### src/rtl/div_iter.sv
// div_iter: multi-cycle radix-2 restoring divider (DIV/DIVU), one quotient bit per clock.
// Optional macro DIV_ZERO_FAST_EN: a zero divisor finishes in one cycle with a zero result.
module div_iter #(
  parameter int WIDTH = 32,
  parameter int CNT_W = 6
) (
  input  logic               clk,
  input  logic               rst,
  input  logic               signed_div_i,
  input  logic [WIDTH-1:0]   opdata1_i,
  input  logic [WIDTH-1:0]   opdata2_i,
  input  logic               start_i,
  input  logic               annul_i,
  output logic [2*WIDTH-1:0] result_o,
  output logic               ready_o
);
  typedef enum logic [1:0] {S_IDLE, S_BY_ZERO, S_ON, S_END} state_t;
  localparam logic [CNT_W-1:0] LP_LAST = CNT_W'(WIDTH);

  state_t             r_state, w_state_next;
  logic [CNT_W-1:0]   r_cnt, w_cnt_next;
  logic [WIDTH-1:0]   r_rem, w_rem_next;
  logic [WIDTH-1:0]   r_quo, w_quo_next;
  logic [WIDTH-1:0]   r_dvs, w_dvs_next;
  logic               r_neg_q, w_neg_q_next;
  logic               r_neg_r, w_neg_r_next;
  logic [2*WIDTH-1:0] r_result, w_result_next;
  logic               r_ready, w_ready_next;

  logic [WIDTH-1:0]   w_abs1, w_abs2;
  logic [WIDTH:0]     w_rem_sh, w_trial;
  logic               w_start, w_done;

  assign w_start  = start_i && !annul_i;
  assign w_abs1   = (signed_div_i && opdata1_i[WIDTH-1]) ? -opdata1_i : opdata1_i;
  assign w_abs2   = (signed_div_i && opdata2_i[WIDTH-1]) ? -opdata2_i : opdata2_i;
  // The shifted partial remainder can reach 2*|divisor|-1, hence one extra bit.
  assign w_rem_sh = {r_rem, r_quo[WIDTH-1]};
  assign w_trial  = w_rem_sh - {1'b0, r_dvs};
  assign w_done   = (r_cnt == LP_LAST);

  assign result_o = r_result;
  assign ready_o  = r_ready;

  always_ff @(posedge clk or negedge rst) begin
    if (!rst) r_state <= S_IDLE;
    else      r_state <= w_state_next;
  end

  always_comb begin
    w_state_next = r_state;
    case (r_state)
      S_IDLE: begin
        if (w_start) begin
`ifdef DIV_ZERO_FAST_EN
          w_state_next = (opdata2_i == '0) ? S_BY_ZERO : S_ON;
`else
          w_state_next = S_ON;
`endif
        end
      end
`ifdef DIV_ZERO_FAST_EN
      S_BY_ZERO: w_state_next = annul_i ? S_IDLE : S_END;
`endif
      S_ON: begin
        if (annul_i)     w_state_next = S_IDLE;
        else if (w_done) w_state_next = S_END;
      end
      S_END: begin
        if (annul_i || !start_i) w_state_next = S_IDLE;
      end
      default: w_state_next = S_IDLE;
    endcase
  end

  always_comb begin
    w_cnt_next    = r_cnt;
    w_rem_next    = r_rem;
    w_quo_next    = r_quo;
    w_dvs_next    = r_dvs;
    w_neg_q_next  = r_neg_q;
    w_neg_r_next  = r_neg_r;
    w_result_next = r_result;
    w_ready_next  = r_ready;
    case (r_state)
      S_IDLE: begin
        w_result_next = '0;
        w_ready_next  = 1'b0;
        if (w_start) begin
          w_cnt_next   = '0;
          w_rem_next   = '0;
          w_quo_next   = w_abs1;
          w_dvs_next   = w_abs2;
          w_neg_q_next = signed_div_i && (opdata1_i[WIDTH-1] ^ opdata2_i[WIDTH-1]);
          w_neg_r_next = signed_div_i && opdata1_i[WIDTH-1];
        end
      end
`ifdef DIV_ZERO_FAST_EN
      S_BY_ZERO: begin
        w_result_next = '0;
        w_ready_next  = !annul_i;
      end
`endif
      S_ON: begin
        if (annul_i) begin
          w_result_next = '0;
          w_ready_next  = 1'b0;
        end else if (!w_done) begin
          w_cnt_next = r_cnt + 1'b1;
          if (!w_trial[WIDTH]) begin
            w_rem_next = w_trial[WIDTH-1:0];
            w_quo_next = {r_quo[WIDTH-2:0], 1'b1};
          end else begin
            w_rem_next = w_rem_sh[WIDTH-1:0];
            w_quo_next = {r_quo[WIDTH-2:0], 1'b0};
          end
        end else begin
          w_result_next = {(r_neg_r ? -r_rem : r_rem), (r_neg_q ? -r_quo : r_quo)};
          w_ready_next  = 1'b1;
        end
      end
      S_END: begin
        if (annul_i || !start_i) begin
          w_result_next = '0;
          w_ready_next  = 1'b0;
        end
      end
      default: ;
    endcase
  end

  always_ff @(posedge clk or negedge rst) begin
    if (!rst) begin
      r_cnt    <= '0;
      r_rem    <= '0;
      r_quo    <= '0;
      r_dvs    <= '0;
      r_neg_q  <= 1'b0;
      r_neg_r  <= 1'b0;
      r_result <= '0;
      r_ready  <= 1'b0;
    end else begin
      r_cnt    <= w_cnt_next;
      r_rem    <= w_rem_next;
      r_quo    <= w_quo_next;
      r_dvs    <= w_dvs_next;
      r_neg_q  <= w_neg_q_next;
      r_neg_r  <= w_neg_r_next;
      r_result <= w_result_next;
      r_ready  <= w_ready_next;
    end
  end
endmodule

### config.mk
export PLATFORM = sky130hd
export DESIGN_NAME = div_iter
export DESIGN_NICKNAME = d
export VERILOG_FILES = /design/src/rtl/div_iter.sv
export SDC_FILE = /design/constraint.sdc
export NUM_CORES = 1
export LEC_CHECK = 0
export CAP_MARGIN = 20
export CORE_MARGIN = 2
export CORE_UTILIZATION = 52
export CTS_CLUSTER_SIZE = 25
export DETAILED_ROUTE_END_ITERATION = 16
export PLACE_DENSITY = 0.75
export SYNTH_ARGS = -nofsm -noshare
export SYNTH_HDL_FRONTEND = slang
export SYNTH_SLANG_ARGS = --single-unit
### constraint.sdc
create_clock -name clk -period 5.8 [get_ports clk]
set_clock_uncertainty 0.15 [all_clocks]
set_input_delay 1.16 -clock clk [delete_from_list [all_inputs] [get_ports clk]]
set_output_delay 1.16 -clock clk [all_outputs]
set_load 0.05 [all_outputs]
# After elaboration in Yosys (flattened, before gate mapping)
# Cells that the tools add are included.
# word_totals
input_bits	69
rom_bits	0
reg_bits	171
output_inout_bits	65
memories	0
wordCells	69
latchBits	0
ram_bits	0
# classes
n_eq_ne	8
n_mul	0
add_sub_neg	6
order_cmp	0
reduce_logical	14
n_div	0
bitwise	1
muxes	31
shifts	0
# op_table
operator	n
$mux 32	11
$mux 64	3
$pmux 64 s3	1
$neg 32->32	4
$pmux 32 s2	2
$sub 33x32->33	1
$mux 6	3
$pmux 6 s2	1
$mux 2	4
$ne 2x2->1 const B	4
$add 6x1->6 const B	1
$eq 6x6->1 const B	1
$pmux 2 s3	1
$reduce_and 3->1	2
$eq 2x2->1 const B	2
$logic_and 1x1->1	4
$mux 1	4
$reduce_and 4->1	1
$ne 3x3->1 const B	1
$pmux 1 s3	1
$reduce_bool 3->1	1
$logic_not 1->1	2
$logic_not 2->1	1
$reduce_and 2->1	1
other kinds (3)	3

# Logic depth before layout (Yosys ltp)
# Gate-level depths: netlist of the first run.
# depth
ltp_word	5
ltp_mapped	14
depth_no_buf	13

# Worst setup path after synthesis of the first run
# Ideal clock, no wire load.
# synth_timing
path_kind	input to register
startpoint	in opdata1_i[8]
endpoint	reg r_quo[29]
path_slack_ns	2.012
arrival_time_ns	3.544
required_ns	5.556
path_stages	8
n_path_buf	0
setup_ns	0.094
cell_sequence	or4_1 > or3_1 > or4_1 > nor2_1 > nand3_1 > o41ai_1 > xor2_1 > a211oi_1
# synth_via
elab_chain_cells	4
# synth_lines
item	line	source
start, declared	10	input logic [WIDTH-1:0] opdata1_i,
$neg 32->32	35	assign w_abs1 = (signed_div_i && opdata1_i[WIDTH-1]) ? -opdata1_i : opdata1_i;
$mux 32	35	
$mux 32	89	if (w_start) begin
$pmux 32 s2	85	case (r_state)
end signal, assigned	145	r_quo <= w_quo_next;
end, declared	23	logic [WIDTH-1:0] r_quo, w_quo_next;
# No other way between the ends. The select of a mux whose other input is x is not followed.
# A chain may end at the register's enable or synchronous reset.

# Worst setup path after layout of the first run
# layout_timing
startpoint	reg r_quo[31]
endpoint	reg r_rem[1]
# layout_via
elab_chain_cells	5
# layout_lines
item	line	source
$sub 33x32->33	39	assign w_trial = w_rem_sh - {1'b0, r_dvs};
$mux 32	110	if (!w_trial[WIDTH]) begin
$mux 32	108	end else if (!w_done) begin
$mux 32	105	if (annul_i) begin
$pmux 32 s2	85	
end signal, assigned	144	r_rem <= w_rem_next;
end, declared	22	logic [WIDTH-1:0] r_rem, w_rem_next;
# No other way between the ends. The select of a mux whose other input is x is not followed.

==> flow_summary.json, run 1 <==
{
  "clk_transition_reported_paths_ns": 0.06,
  "met2_usage_pct": 41.6,
  "numCtsBuffers": 17,
  "synth.top_cell.area_share_pct": 38.7,
  "dp.cells": 1686,
  "die_w_microns": 150,
  "ant_nets": 0,
  "cts_hold_buf": 0,
  "globalRouteMet1Util_pct": 38.2,
  "drive_gt1_share_pct": 4.29,
  "critical_path_class": "reg2reg",
  "seq_area_frac_synth_pct": 38.7,
  "crit_fanout": 29,
  "diodes": 0,
  "via_count": 9751,
  "core-area_sq_mm": 0.0210,
  "cp.arrival_ns": 4.73,
  "postLayoutCoreUtil_pct": 62.9,
  "port_buffers": 133,
  "post_cts_buffers": 0,
  "grt_use_met3_pct": 3.60,
  "worst_pin_slew_ns": 0.976,
  "slew_headroom_pct": 34.4,
  "r2r_slack_ns": 1.26,
  "post-route-period-util_pct": 78.3,
  "cap_violations": 0,
  "gp_congestion": 0.945,
  "yosysMostFrequentCell": "nand2_1",
  "ios": 134,
  "clockBufferDepth": 2,
  "synth.largest_area_cell": "dfrtp_1",
  "synth_edf_count": 0,
  "cts-root-buf": "clkbuf_16",
  "die_h_microns": 150,
  "layout.cells.non_filler": 1719,
  "ys_ff_latch": 171,
  "fmax_mhz": 220,
  "std_cell_rows": 53,
  "syn_to_final_growth_pct": 19.4,
  "ir_drop_mv": 0.229,
  "hp-class": "reg2reg",
  "hold_viol_final": 0,
  "yosys-top-cells-count": "nand2_1 (216), o21ai_0 (199), dfrtp_1 (171)",
  "wirelength_mm": 28.3,
  "yosys_warnings": 0,
  "r2r_start": "r_quo[31]$_DFFE_PN0P_",
  "end_kind": "register",
  "required_ns": 5.99,
  "grt_first_pass_wirelength_mm": 47.3,
  "final-max-slew-violation-count": 0,
  "synth_cell_types": 58,
  "syn_area_per_cell_sq_um": 8.31,
  "grt_max_degree": 80,
  "p_leak_nw": 5.59,
  "track_usage_pct": 26.4,
  "drt-initial-drc-count": 752,
  "drt-vias-per-instance": 5.67,
  "post-route-min-period_ns": 4.54,
  "grt.busiest_layer": "met2",
  "async_flop_share_pct": 100,
  "fp.dieArea_sq_mm": 0.0224,
  "cts_sinks": 171,
  "htree_levels": 4,
  "cp-startpoint": "r_quo[31]$_DFFE_PN0P_",
  "hold_start": "r_dvs[5]$_DFFE_PN0P_",
  "clock_latency_ns": 0.43,
  "finalSetupTns_ns": 0,
  "ys_top_cells_by_area": "dfrtp_1 (39%), o21ai_0 (9.0%), nand2_1 (7.3%)",
  "rsz0062_at_grt": "no",
  "antenna_found_initial": 0,
  "grt_pass1_vias": 9344,
  "dp_hpwl_mm": 20.9,
  "p_per_area_mw_per_mm2": 391,
  "dr.pass1.iters": 5,
  "fin_nets": 1539,
  "cts_resized": 0,
  "synthFlopType": "dfrtp_1",
  "wl_per_cell_microns": 16.5,
  "synth_cells": 1329,
  "p_total_w": 0.00516,
  "critPathLaunchType": "register",
  "grt_overflow": 0,
  "syn-num-nets": 1437,
  "start_util_pct": 52.7,
  "drc_errors": 0,
  "status": "finished, final reports clean",
  "syn_area_sq_mm": 0.0110,
  "finalSetupViolCount": 0,
  "tritoncts": "yes"
}
stage by stage:
step / worst slack (ns) / instance area (sq um) / hold slack (ns)
after floorplan: 2.01 / 11000 / 0.300
after global placement: 1.33 / 12600 / 0.311
after detailed placement: 1.27 / 12600 / 0.315
after CTS: 1.30 / 13200 / 0.333
after global routing: 0.967 / 13200 / 0.354
final: 1.26 / 13200 / 0.326
report_power, final:
part	internal [W]	switching, W
Clock	0.000564	0.000522
Sequential	0.00140	0.000303
Combinational	0.000994	0.00138
cell usage in the layout, fill, tap and decap left out, drive strengths merged, types with 3 or more instances in the layout:
| master | n |
|---|---|
| nor2 | 83 |
| o41ai | 14 |
| clkbuf | 18 |
| a21o | 14 |
| a21oi | 89 |
| clkinv | 4 |
| nor3 | 13 |
| o211ai | 7 |
| clkinvlp | 3 |
| o21a | 6 |
| and3 | 3 |
| inv | 59 |
| ha | 38 |
| or4 | 12 |
| nor4 | 11 |
| o31ai | 29 |
| nand3 | 24 |
| buf | 13 |
| nand2 | 217 |
| a22oi | 3 |
| nand2b | 18 |
| xor2 | 90 |
| a211oi | 3 |
| o21ai | 204 |
| nor2b | 8 |
| mux2i | 28 |
| or3 | 23 |
| dfrtp | 171 |
| a31oi | 4 |
| nand4 | 6 |
| and2 | 7 |
| clkdlybuf4s50 | 132 |
| xnor2 | 57 |
| o21bai | 3 |
| nand3b | 3 |
per-layer routing:
metal  vias up  share of wire, %
li1       4839                 -
met1      4557                48
met2       312                45
met3        43               5.9
met4         0               1.9
met5         -                 0
final cells by class:
type                    count  area (sq um)
fillers                  1870          7770
multi-input cells        1044          6370
flip-flops and latches    171          4280
repair buffers            145          1440
clock buffers              18           429
well taps                 275           344
inverters                  52           195
clock inverters            14           129
kinds of logic (layout without fill, tap and decap cells):
family | after synthesis | in the layout | share of synthesized area, %
DFF | 171 | 171 | 38.7
adders and majority gates | 39 | 39 | 4.49
buffers and inverters | 114 | 229 | 3.91
AOI/OAI and AO/OA | 391 | 391 | 20.3
muxes | 30 | 30 | 2.74
and+or+nand+nor | 437 | 437 | 18.2
xor gates and xnor gates | 147 | 147 | 11.7
flip-flops by register name (all words and copies together) (netlist names):
| register | count |
|---|---|
| r_cnt | 6 |
| r_dvs | 32 |
| r_neg_q | 1 |
| r_neg_r | 1 |
| r_quo | 32 |
| r_rem | 32 |
| r_state | 2 |
| ready_o | 1 |
| result_o | 64 |
worst paths after layout:
path                                            endpoint  depth (start not counted)
min in group asynchronous       result_o[11]$_DFFE_PN0P_                          1
worst max register to register      r_rem[1]$_DFFE_PN0P_                         14
max in group asynchronous          r_rem[12]$_DFFE_PN0P_                          2
worst min-delay path                r_dvs[5]$_DFFE_PN0P_                          2
worst min register to register      r_dvs[5]$_DFFE_PN0P_                          2
worst max-delay path                r_rem[1]$_DFFE_PN0P_                         14
worst max-delay path, stage by stage (launching register included):
cell and delay (ns):
dfrtp_1 0.35, inv_1 0.08, ha_1 0.23, fa_1 0.39
nand2b_1 0.20, a21o_1 0.18, a21oi_1 0.30, a22oi_1 0.21
o21a_1 0.28, o21ai_0 0.47, a21oi_1 0.20, o211ai_4 0.38
buf_4 0.47, mux2_2 0.39, o21ai_0 0.15
Power figures use the tool's default switching activity.
==> inputs of run 2 (changes only) <==
==> constraint.sdc (replaced) <==
create_clock -name clk -period 4.4 [get_ports clk]
set_clock_uncertainty 0.15 [all_clocks]
set_input_delay 0.88 -clock clk [delete_from_list [all_inputs] [get_ports clk]]
set_output_delay 0.88 -clock clk [all_outputs]
set_load 0.05 [all_outputs]
==> run 2 against run 1 <==
Against the previous run: first-iteration DRC count fell by 13%; non-clock buffer count increased by 12; hold slack worse by 0.012 ns; cell count is 0.70% higher; total power grew 34%; sequential cell count stayed put; combinational power grew 35%; global-route usage fell by 0.71 points; register-to-register slack got worse by 0.66 ns; fmax up 19%; critical path type unchanged.
==> flow_summary.json, run 2 (synthesis results as in run 1) <==
{
  "gp_congestion": 0.930,
  "p_per_area_mw_per_mm2": 518,
  "ios": 134,
  "grt_first_pass_wirelength_mm": 46.2,
  "finalSetupViolCount": 0,
  "status": "finished, final reports clean",
  "p_int_w": 0.00397,
  "wl_per_cell_microns": 16.1,
  "worst_pin_slew_ns": 1.04,
  "drc_errors": 0,
  "p_total_w": 0.00690,
  "htree_levels": 4,
  "post-route-period-util_pct": 86.4,
  "cap_violations": 0,
  "syn_to_final_growth_pct": 20.6,
  "hp-class": "in2async",
  "drt-initial-drc-count": 658,
  "grt_max_degree": 82,
  "fmax_mhz": 263,
  "dr.pass1.iters": 5,
  "clk_transition_reported_paths_ns": 0.08,
  "switching_share_pct": 42.5,
  "drt-vias-per-instance": 5.69,
  "die_h_microns": 150,
  "cts_sinks": 171,
  "combPwrFrac_pct": 46.3,
  "port_buffers": 133,
  "end_kind": "register",
  "numCtsBuffers": 17,
  "rsz0062_at_grt": "no",
  "clock_latency_ns": 0.44,
  "drive_gt1_share_pct": 5.15,
  "tritoncts": "yes",
  "grt_pass1_vias": 9090,
  "post-route-min-period_ns": 3.80,
  "power_frac_clock_pct": 21.4,
  "cts_hold_buf": 0,
  "critPathLaunchType": "register",
  "fp.dieArea_sq_mm": 0.0224,
  "final-max-slew-violation-count": 0,
  "start_util_pct": 52.7,
  "holdWs_ns": 0.314,
  "via_count": 9855,
  "dp_hpwl_mm": 20.6,
  "finalSetupTns_ns": 0,
  "place_ws_ns": 0.312,
  "p_seq_share_pct": 32.3,
  "wirelength_mm": 27.8,
  "track_usage_pct": 25.7,
  "largest_register_ffs": 64,
  "post_cts_buffers": 0,
  "core-area_sq_mm": 0.0210,
  "ir_drop_mv": 0.273,
  "antenna_found_initial": 0,
  "setup_slack_ns": 0.597,
  "clockBufferDepth": 2,
  "p_leak_nw": 5.68,
  "cp.arrival_ns": 4.01,
  "cts-root-buf": "clkbuf_16",
  "critical_path_class": "reg2reg",
  "num-fill-cells": 1843,
  "diodes": 0,
  "grt_overflow": 0,
  "required_ns": 4.60,
  "slew_headroom_pct": 30.9,
  "crit_fanout": 29,
  "fin_nets": 1551,
  "ant_nets": 0,
  "cts_resized": 0,
  "die_w_microns": 150,
  "layout_commonest_cell": "nand2_1",
  "final_cell_mix": "nand2_1 (216), o21ai_0 (198), dfrtp_1 (171), clkdlybuf4s50_1 (132), xor2_1 (90)",
  "std_cell_rows": 53,
  "hold_viol_final": 0,
  "p_sw_w": 0.00293
}
run 2: changes by cell type in the layout (fill, tap and decap cells not counted), sizes merged:
cell and delta:
buf +12, clkinvlp -2, clkbuf -1, clkinv +2
inv +1
run 2: worst max-delay path, cell delays in order (launching register included):
cell      delay (ns)
dfrtp_1         0.38
inv_1           0.16
ha_1            0.21
fa_1            0.20
nand2b_1        0.18
a21o_1          0.15
a21oi_1         0.08
a22oi_1         0.34
o21a_1          0.28
o21ai_0         0.13
buf_4           0.17
a2111o_1        0.40
o211ai_4        0.11
buf_12          0.23
mux2_2          0.36
o21ai_0         0.14
run 2: final timing paths:
| check | from | endpoint | slack (ns) | depth (start not counted) |
|---|---|---|---|---|
| setup / recovery | r_quo[31]$_DFFE_PN0P_ | r_rem[0]$_DFFE_PN0P_ | 0.60 | 15 |
| hold / removal | rst | result_o[7]$_DFFE_PN0P_ | 0.31 | 1 |
| setup reg to reg | r_quo[31]$_DFFE_PN0P_ | r_rem[0]$_DFFE_PN0P_ | 0.60 | 15 |
| hold reg to reg | ready_o$_DFFE_PN0P_ | ready_o$_DFFE_PN0P_ | 0.33 | 2 |
| max in group asynchronous | rst | r_dvs[16]$_DFFE_PN0P_ | 2.85 | 2 |
| min in group clk | ready_o$_DFFE_PN0P_ | ready_o$_DFFE_PN0P_ | 0.33 | 2 |
run 2: area by class of cell:
| class | count | area (sq um) | share of cell area, % |
|---|---|---|---|
| multi-input cells | 1044 | 6370 | 47.8 |
| well taps | 275 | 344 | 2.58 |
| inverters | 52 | 195 | 1.47 |
| clock buffers | 17 | 425 | 3.19 |
| clock inverters | 15 | 154 | 1.16 |
| repair buffers | 157 | 1550 | 11.6 |
| flip-flops and latches | 171 | 4280 | 32.1 |
run 2: stage by stage:
stage / area, sq um / utilization, % / instances
final: 13300 / 63.6 / 1731
after CTS: 13300 / 63.6 / 1731
after floorplan: 11000 / - / 1329
after detailed placement: 12700 / 60.8 / 1699
after global routing: 13300 / 63.6 / 1731
after global placement: 12700 / 60.8 / 1699
run 2: per-layer routing:
metal  track usage, %  share of wire (%)  up-vias
met3             3.32                6.1       38
li1                 -                  -     4883
met1             38.8                 49     4642
met2             38.4                 43      292
met4             7.83                1.9        0
met5                0                  0        -
run 2: power groups by stage:
stage	combinational [W]	sequential (W)	clock, W
after floorplan	0.00211	0.00234	0
after global placement	0.00309	0.00223	0
after detailed placement	0.00314	0.00224	0
after CTS	0.00318	0.00221	0.00150
after global routing	0.00352	0.00226	0.00157
final	0.00319	0.00223	0.00148
